File: src/rtl/axi_wr_arbiter_pkg.sv
// Shared definitions for the two-requester AXI write arbiter.
package axi_wr_arbiter_pkg;

    typedef enum logic [1:0] {
        IDLE = 2'd0,
        XFER = 2'd1,
        RESP = 2'd2
    } state_e;

    localparam int         REQ_LOADER = 0;
    localparam int         REQ_CPU    = 1;
    localparam logic [1:0] BRESP_OKAY = 2'b00;

endpackage

File: src/rtl/axi_wr_arbiter.sv
// Two-requester AXI write arbiter (loader, cpu) onto one memory port; ARB_ROUND_ROBIN_EN selects round-robin.
// Latency: request in IDLE reaches m_* one cycle later; AW/W/B forwarded combinationally from the latched grant.
// Backpressure: one transaction outstanding; the non-granted requester sees no readies until the port frees.
module axi_wr_arbiter
    import axi_wr_arbiter_pkg::*;
#(
    parameter int ADDR_WIDTH = 32,
    parameter int DATA_WIDTH = 32
) (
    input  logic                    clk,
    input  logic                    rst,
    input  logic [ADDR_WIDTH-1:0]   s0_awaddr,
    input  logic                    s0_awvalid,
    output logic                    s0_awready,
    input  logic [DATA_WIDTH-1:0]   s0_wdata,
    input  logic [DATA_WIDTH/8-1:0] s0_wstrb,
    input  logic                    s0_wvalid,
    output logic                    s0_wready,
    input  logic                    s0_bready,
    output logic                    s0_bvalid,
    output logic [1:0]              s0_bresp,
    input  logic [ADDR_WIDTH-1:0]   s1_awaddr,
    input  logic                    s1_awvalid,
    output logic                    s1_awready,
    input  logic [DATA_WIDTH-1:0]   s1_wdata,
    input  logic [DATA_WIDTH/8-1:0] s1_wstrb,
    input  logic                    s1_wvalid,
    output logic                    s1_wready,
    input  logic                    s1_bready,
    output logic                    s1_bvalid,
    output logic [1:0]              s1_bresp,
    output logic [ADDR_WIDTH-1:0]   m_awaddr,
    output logic                    m_awvalid,
    input  logic                    m_awready,
    output logic [DATA_WIDTH-1:0]   m_wdata,
    output logic [DATA_WIDTH/8-1:0] m_wstrb,
    output logic                    m_wvalid,
    input  logic                    m_wready,
    output logic                    m_bready,
    input  logic                    m_bvalid,
    input  logic [1:0]              m_bresp,
    output logic [1:0]              grant,
    output logic                    busy,
    output logic [7:0]              err_cnt
);

    state_e     r_state, w_state_nxt;
    logic [1:0] r_grant, w_grant_nxt;
    logic       r_aw_done, r_w_done;
    logic [7:0] r_err_cnt;

    logic w_req0, w_req1, w_xfer, w_resp;
    logic w_g_awvalid, w_g_wvalid, w_g_bready;
    logic w_aw_rdy, w_w_rdy, w_aw_hs, w_w_hs, w_b_hs;

    assign w_req0 = s0_awvalid | s0_wvalid;
    assign w_req1 = s1_awvalid | s1_wvalid;
    assign w_xfer = (r_state == XFER);
    assign w_resp = (r_state == RESP);

    assign w_g_awvalid = (r_grant[REQ_LOADER] & s0_awvalid) | (r_grant[REQ_CPU] & s1_awvalid);
    assign w_g_wvalid  = (r_grant[REQ_LOADER] & s0_wvalid)  | (r_grant[REQ_CPU] & s1_wvalid);
    assign w_g_bready  = (r_grant[REQ_LOADER] & s0_bready)  | (r_grant[REQ_CPU] & s1_bready);

    assign m_awaddr  = r_grant[REQ_CPU] ? s1_awaddr : s0_awaddr;
    assign m_wdata   = r_grant[REQ_CPU] ? s1_wdata  : s0_wdata;
    assign m_wstrb   = r_grant[REQ_CPU] ? s1_wstrb  : s0_wstrb;
    assign m_awvalid = w_xfer & w_g_awvalid & ~r_aw_done;
    assign m_wvalid  = w_xfer & w_g_wvalid & ~r_w_done;
    assign m_bready  = w_resp & w_g_bready;

    assign w_aw_rdy = w_xfer & m_awready & ~r_aw_done;
    assign w_w_rdy  = w_xfer & m_wready & ~r_w_done;
    assign w_aw_hs  = m_awvalid & m_awready;
    assign w_w_hs   = m_wvalid & m_wready;
    assign w_b_hs   = m_bvalid & m_bready;

    assign s0_awready = r_grant[REQ_LOADER] & w_aw_rdy;
    assign s1_awready = r_grant[REQ_CPU] & w_aw_rdy;
    assign s0_wready  = r_grant[REQ_LOADER] & w_w_rdy;
    assign s1_wready  = r_grant[REQ_CPU] & w_w_rdy;
    assign s0_bvalid  = r_grant[REQ_LOADER] & w_resp & m_bvalid;
    assign s1_bvalid  = r_grant[REQ_CPU] & w_resp & m_bvalid;
    assign s0_bresp   = (r_grant[REQ_LOADER] & w_resp) ? m_bresp : 2'b00;
    assign s1_bresp   = (r_grant[REQ_CPU] & w_resp) ? m_bresp : 2'b00;

    assign grant   = r_grant;
    assign busy    = (r_state != IDLE);
    assign err_cnt = r_err_cnt;

`ifdef ARB_ROUND_ROBIN_EN
    // Pointer names the requester that wins the next tie: the one not served last.
    logic r_rr_ptr;

    always_ff @(posedge clk or posedge rst) begin
        if (rst) begin
            r_rr_ptr <= 1'b0;
        end else if (w_b_hs) begin
            r_rr_ptr <= r_grant[REQ_LOADER];
        end
    end
`endif

    always_comb begin
        w_state_nxt = r_state;
        w_grant_nxt = r_grant;
        case (r_state)
            IDLE: begin
                if (w_req0 | w_req1) begin
                    w_state_nxt = XFER;
`ifdef ARB_ROUND_ROBIN_EN
                    if (w_req0 & w_req1) begin
                        w_grant_nxt = r_rr_ptr ? 2'b10 : 2'b01;
                    end else begin
                        w_grant_nxt = w_req0 ? 2'b01 : 2'b10;
                    end
`else
                    w_grant_nxt = w_req0 ? 2'b01 : 2'b10;
`endif
                end
            end
            XFER: begin
                if ((r_aw_done | w_aw_hs) & (r_w_done | w_w_hs)) begin
                    w_state_nxt = RESP;
                end
            end
            RESP: begin
                if (w_b_hs) begin
                    w_state_nxt = IDLE;
                    w_grant_nxt = 2'b00;
                end
            end
            default: begin
                w_state_nxt = IDLE;
                w_grant_nxt = 2'b00;
            end
        endcase
    end

    always_ff @(posedge clk or posedge rst) begin
        if (rst) begin
            r_state   <= IDLE;
            r_grant   <= 2'b00;
            r_aw_done <= 1'b0;
            r_w_done  <= 1'b0;
            r_err_cnt <= 8'd0;
        end else begin
            r_state <= w_state_nxt;
            r_grant <= w_grant_nxt;
            if (w_b_hs) begin
                r_aw_done <= 1'b0;
                r_w_done  <= 1'b0;
            end else begin
                if (w_aw_hs) r_aw_done <= 1'b1;
                if (w_w_hs)  r_w_done  <= 1'b1;
            end
            if (w_b_hs && (m_bresp != BRESP_OKAY) && (r_err_cnt != 8'hFF)) begin
                r_err_cnt <= r_err_cnt + 8'd1;
            end
        end
    end

endmodule
File: config.mk
export PLATFORM = sky130hd
export DESIGN_NAME = axi_wr_arbiter
export DESIGN_NICKNAME = d
export VERILOG_FILES = /design/src/rtl/axi_wr_arbiter_pkg.sv /design/src/rtl/axi_wr_arbiter.sv
export SDC_FILE = /design/constraint.sdc
export NUM_CORES = 1
export LEC_CHECK = 0
export BUFFER_PORTS_ARGS = -buffer_cell sky130_fd_sc_hd__buf_4
export CAP_MARGIN = 20
export CORE_AREA = 2 2 94 96
export DETAILED_ROUTE_END_ITERATION = 10
export DIE_AREA = 0 0 96 98
export PLACE_DENSITY_LB_ADDON = 0.05
export SLEW_MARGIN = 20
export SYNTH_ARGS = -nofsm -noshare
export SYNTH_HDL_FRONTEND = slang
export SYNTH_SLANG_ARGS = --single-unit
export TNS_END_PERCENT = 30
File: constraint.sdc
create_clock -name clk -period 3.33 [get_ports clk]
set_input_delay 0.4995 -clock clk [delete_from_list [all_inputs] [get_ports clk]]
set_output_delay 0.4995 -clock clk [all_outputs]
set_load 0.02 [all_outputs]
==> results.py <==
metrics = {
    "logic_synthesis": {
        "syn_area_um2": 1690,
        "async_reset_ff_frac": 1.00,
        "syn_avg_cell_area_um2": 10.4,
        "synthDistinctLibCells": 39,
        "yosys_warnings": 0,
        "synthCells": 163,
        "ys.flop_type": "dfrtp_1",
        "synth_edf_count": 0,
        "ys_ff_latch": 14,
        "ys_seq_area_frac": 0.207,
        "syn_nets": 313,
    },
    "worst_setup_path": {
        "cp_slowest_cell": "dfrtp_2",
        "crit_arrival_ns": 1.81,
        "critPathMaxStageDelay_ns": 0.63,
        "crit_cells": 3,
        "cp_top_family": "flip-flops",
        "reg2regPathDepth": 4,
        "path_max_fanout": 60,
        "timing.critical_path.to_type": "output port",
        "crit_type": "register to output port",
        "crit_chain": "buf_12 -> mux2_2 -> buf_4",
        "cp_data_required_time_ns": 2.83,
        "start_kind": "register",
        "critPathBufInv": 2,
    },
    "final_layout": {
        "final_cell_mix": "240 x buf_4, 68 x mux2_2, 13 x dfrtp_1, 11 x nor2_1, 11 x and3_1",
        "final_common_cell": "buf_4",
        "n_antenna_cell": 0,
        "syn_to_final_growth_pct": 114,
        "nets": 547,
        "drive_above_1_share": 0.816,
    },
    "route": {
        "drtIter0Drc": 44,
        "routed_wl_um": 8060,
        "drc": 0,
        "vias": 2173,
        "viasPerCell": 4.31,
        "wl_per_cell_um": 16.0,
        "dr.pass1.iters": 4,
        "postRouteAntennaNets": 0,
    },
    "floorplanning": {
        "die_y_um": 98,
        "dieArea_um2": 9410,
        "die_w_um": 96,
        "core.rowCount": 34,
        "start_util": 0.200,
        "core_um2": 8470,
        "io_pins": 241,
    },
    "global_routing": {
        "overflow": 0,
        "grt_use_total": 0.161,
        "grt_max_degree": 61,
        "grt_pass1_wl_um": 11700,
        "grt_antenna_before_repair": 1,
        "grt_pass1_vias": 2179,
    },
    "sta": {
        "finalSetupViolations": 0,
        "slew_violations": 0,
        "hold_slack_ns": 0.300,
        "finalClockSkew_ns": 0.000689,
        "worst_slew_pin_slew_ns": 0.560,
        "max_freq_ghz": 0.433,
        "rsz0062_at_grt": "false",
        "hold_viol_final": 0,
        "fin_setup_tns_ns": 0,
        "period_share": 0.694,
        "finalCriticalPeriod_ns": 2.31,
        "slew_headroom": 0.627,
    },
    "min_path": {
        "hold_path.class": "primary input to async pin",
    },
    "clock_tree": {
        "insertion_delay_ns": 0.25,
        "cts_resized": 0,
        "cts_hold_buf": 0,
        "cts_tree": "yes",
        "htree_levels": 1,
        "cts_buffer_depth": 2,
        "numCtsBuffers": 3,
        "root_buffer": "clkbuf_8",
        "clkSlewWorstSetupHoldPaths_ns": 0.06,
        "cts_setup_buffers": 0,
        "clkSinkCount": 14,
    },
    "power_and_ir_drop": {
        "p_per_area_nw_per_um2": 619,
        "ir_drop_mv": 0.219,
        "power_leakage_nw": 1.85,
    },
    "placement": {
        "dp.final_hpwl_um": 6910,
        "port_buffers": 240,
        "finalWeightedCongestion": 0.766,
    },
    "status": {
        "status": "complete, no violations",
    },
    "run": {
        "maxCapViolations": 0,
    },
}
## per-layer routing
metal | global-route usage | vias to the layer above | share of wire
li1 | - | 1068 | -
met1 | 0.197 | 987 | 0.37
met2 | 0.275 | 105 | 0.53
met3 | 0.0417 | 13 | 0.083
met4 | 0.0462 | 0 | 0.019
met5 | 0 | - | 0
## where the power goes
part	leakage, nW	total [mW]	internal, mW	switching [mW]
Clock	0.0228	0.150	0.0849	0.0647
Combinational	1.65	1.75	0.909	0.837
Sequential	0.179	0.350	0.218	0.132
## worst register-to-register path, cell delays in order, from the launching register on
cell	delay (ns)
dfrtp_2	0.63
a22oi_2	0.18
nor3_4	0.34
nand2_2	0.12
mux2_4	0.30
## metrics by stage
step	worst slack [ns]	cells	cell area, um^2	total power, mW	util
after floorplan	1.40	163	1690	1.43	-
after global placement	1.30	500	3580	2.12	0.423
after detailed placement	1.30	500	3580	2.12	0.423
after CTS	1.01	504	3630	2.28	0.428
after global routing	0.925	504	3630	2.39	0.428
final	1.02	504	3630	2.25	0.428
## sequential cells by signal (all words and copies together), names as in the netlist
name / flops
err_cnt: 8
grant: 2
r_state: 2
r_aw_done: 1
r_w_done: 1
## final cells by class
| class | instances | area, um^2 |
|---|---|---|
| clock buffer | 4 | 45.0 |
| sequential | 14 | 352 |
| inverter | 2 | 7.51 |
| fill | 882 | 4840 |
| tap | 108 | 135 |
| multi-input combinational | 135 | 1260 |
| timing repair buffer | 241 | 1820 |
## Yosys cell counts (2+ instances only)
| cell | number | area [um^2] |
|---|---|---|
| mux2_2 | 68 | 766 |
| a22o_1 | 2 | 17.5 |
| nor2_1 | 11 | 41.3 |
| and3_1 | 11 | 68.8 |
| buf_2 | 9 | 45.0 |
| inv_1 | 2 | 7.51 |
| nor3_1 | 2 | 10.0 |
| nand3_1 | 4 | 20.0 |
| nand2_1 | 2 | 7.51 |
| dfrtp_1 | 14 | 350 |
| a2bb2oi_1 | 2 | 17.5 |
| buf_4 | 2 | 15.0 |
| nand3b_1 | 2 | 15.0 |
| xnor2_1 | 7 | 61.3 |
## path summary, 6_finish.rpt
path	slack, ns	start	end
worst max-delay path	1.02	grant[1]	m_wdata[21]
worst min-delay path	0.30	rst	err_cnt[5]
worst max register to register	1.64	grant[1]	err_cnt[1]
worst min register to register	0.50	err_cnt[6]	err_cnt[6]
max in group asynchronous	2.63	rst	grant[1]
min in group clk	0.50	err_cnt[6]	err_cnt[6]
## cell families (layout without fill, tap and decap cells)
| group | Yosys count | in the layout | share of synthesized area |
|---|---|---|---|
| simple gates | 47 | 47 | 0.188 |
| flops | 14 | 14 | 0.207 |
| buf+inv | 14 | 247 | 0.0465 |
| fa+ha+maj | 1 | 1 | 0.00738 |
| xor+xnor | 7 | 7 | 0.0362 |
| mux | 69 | 69 | 0.461 |
| compound gates | 11 | 11 | 0.0539 |
Power figures use the tool's default switching activity.
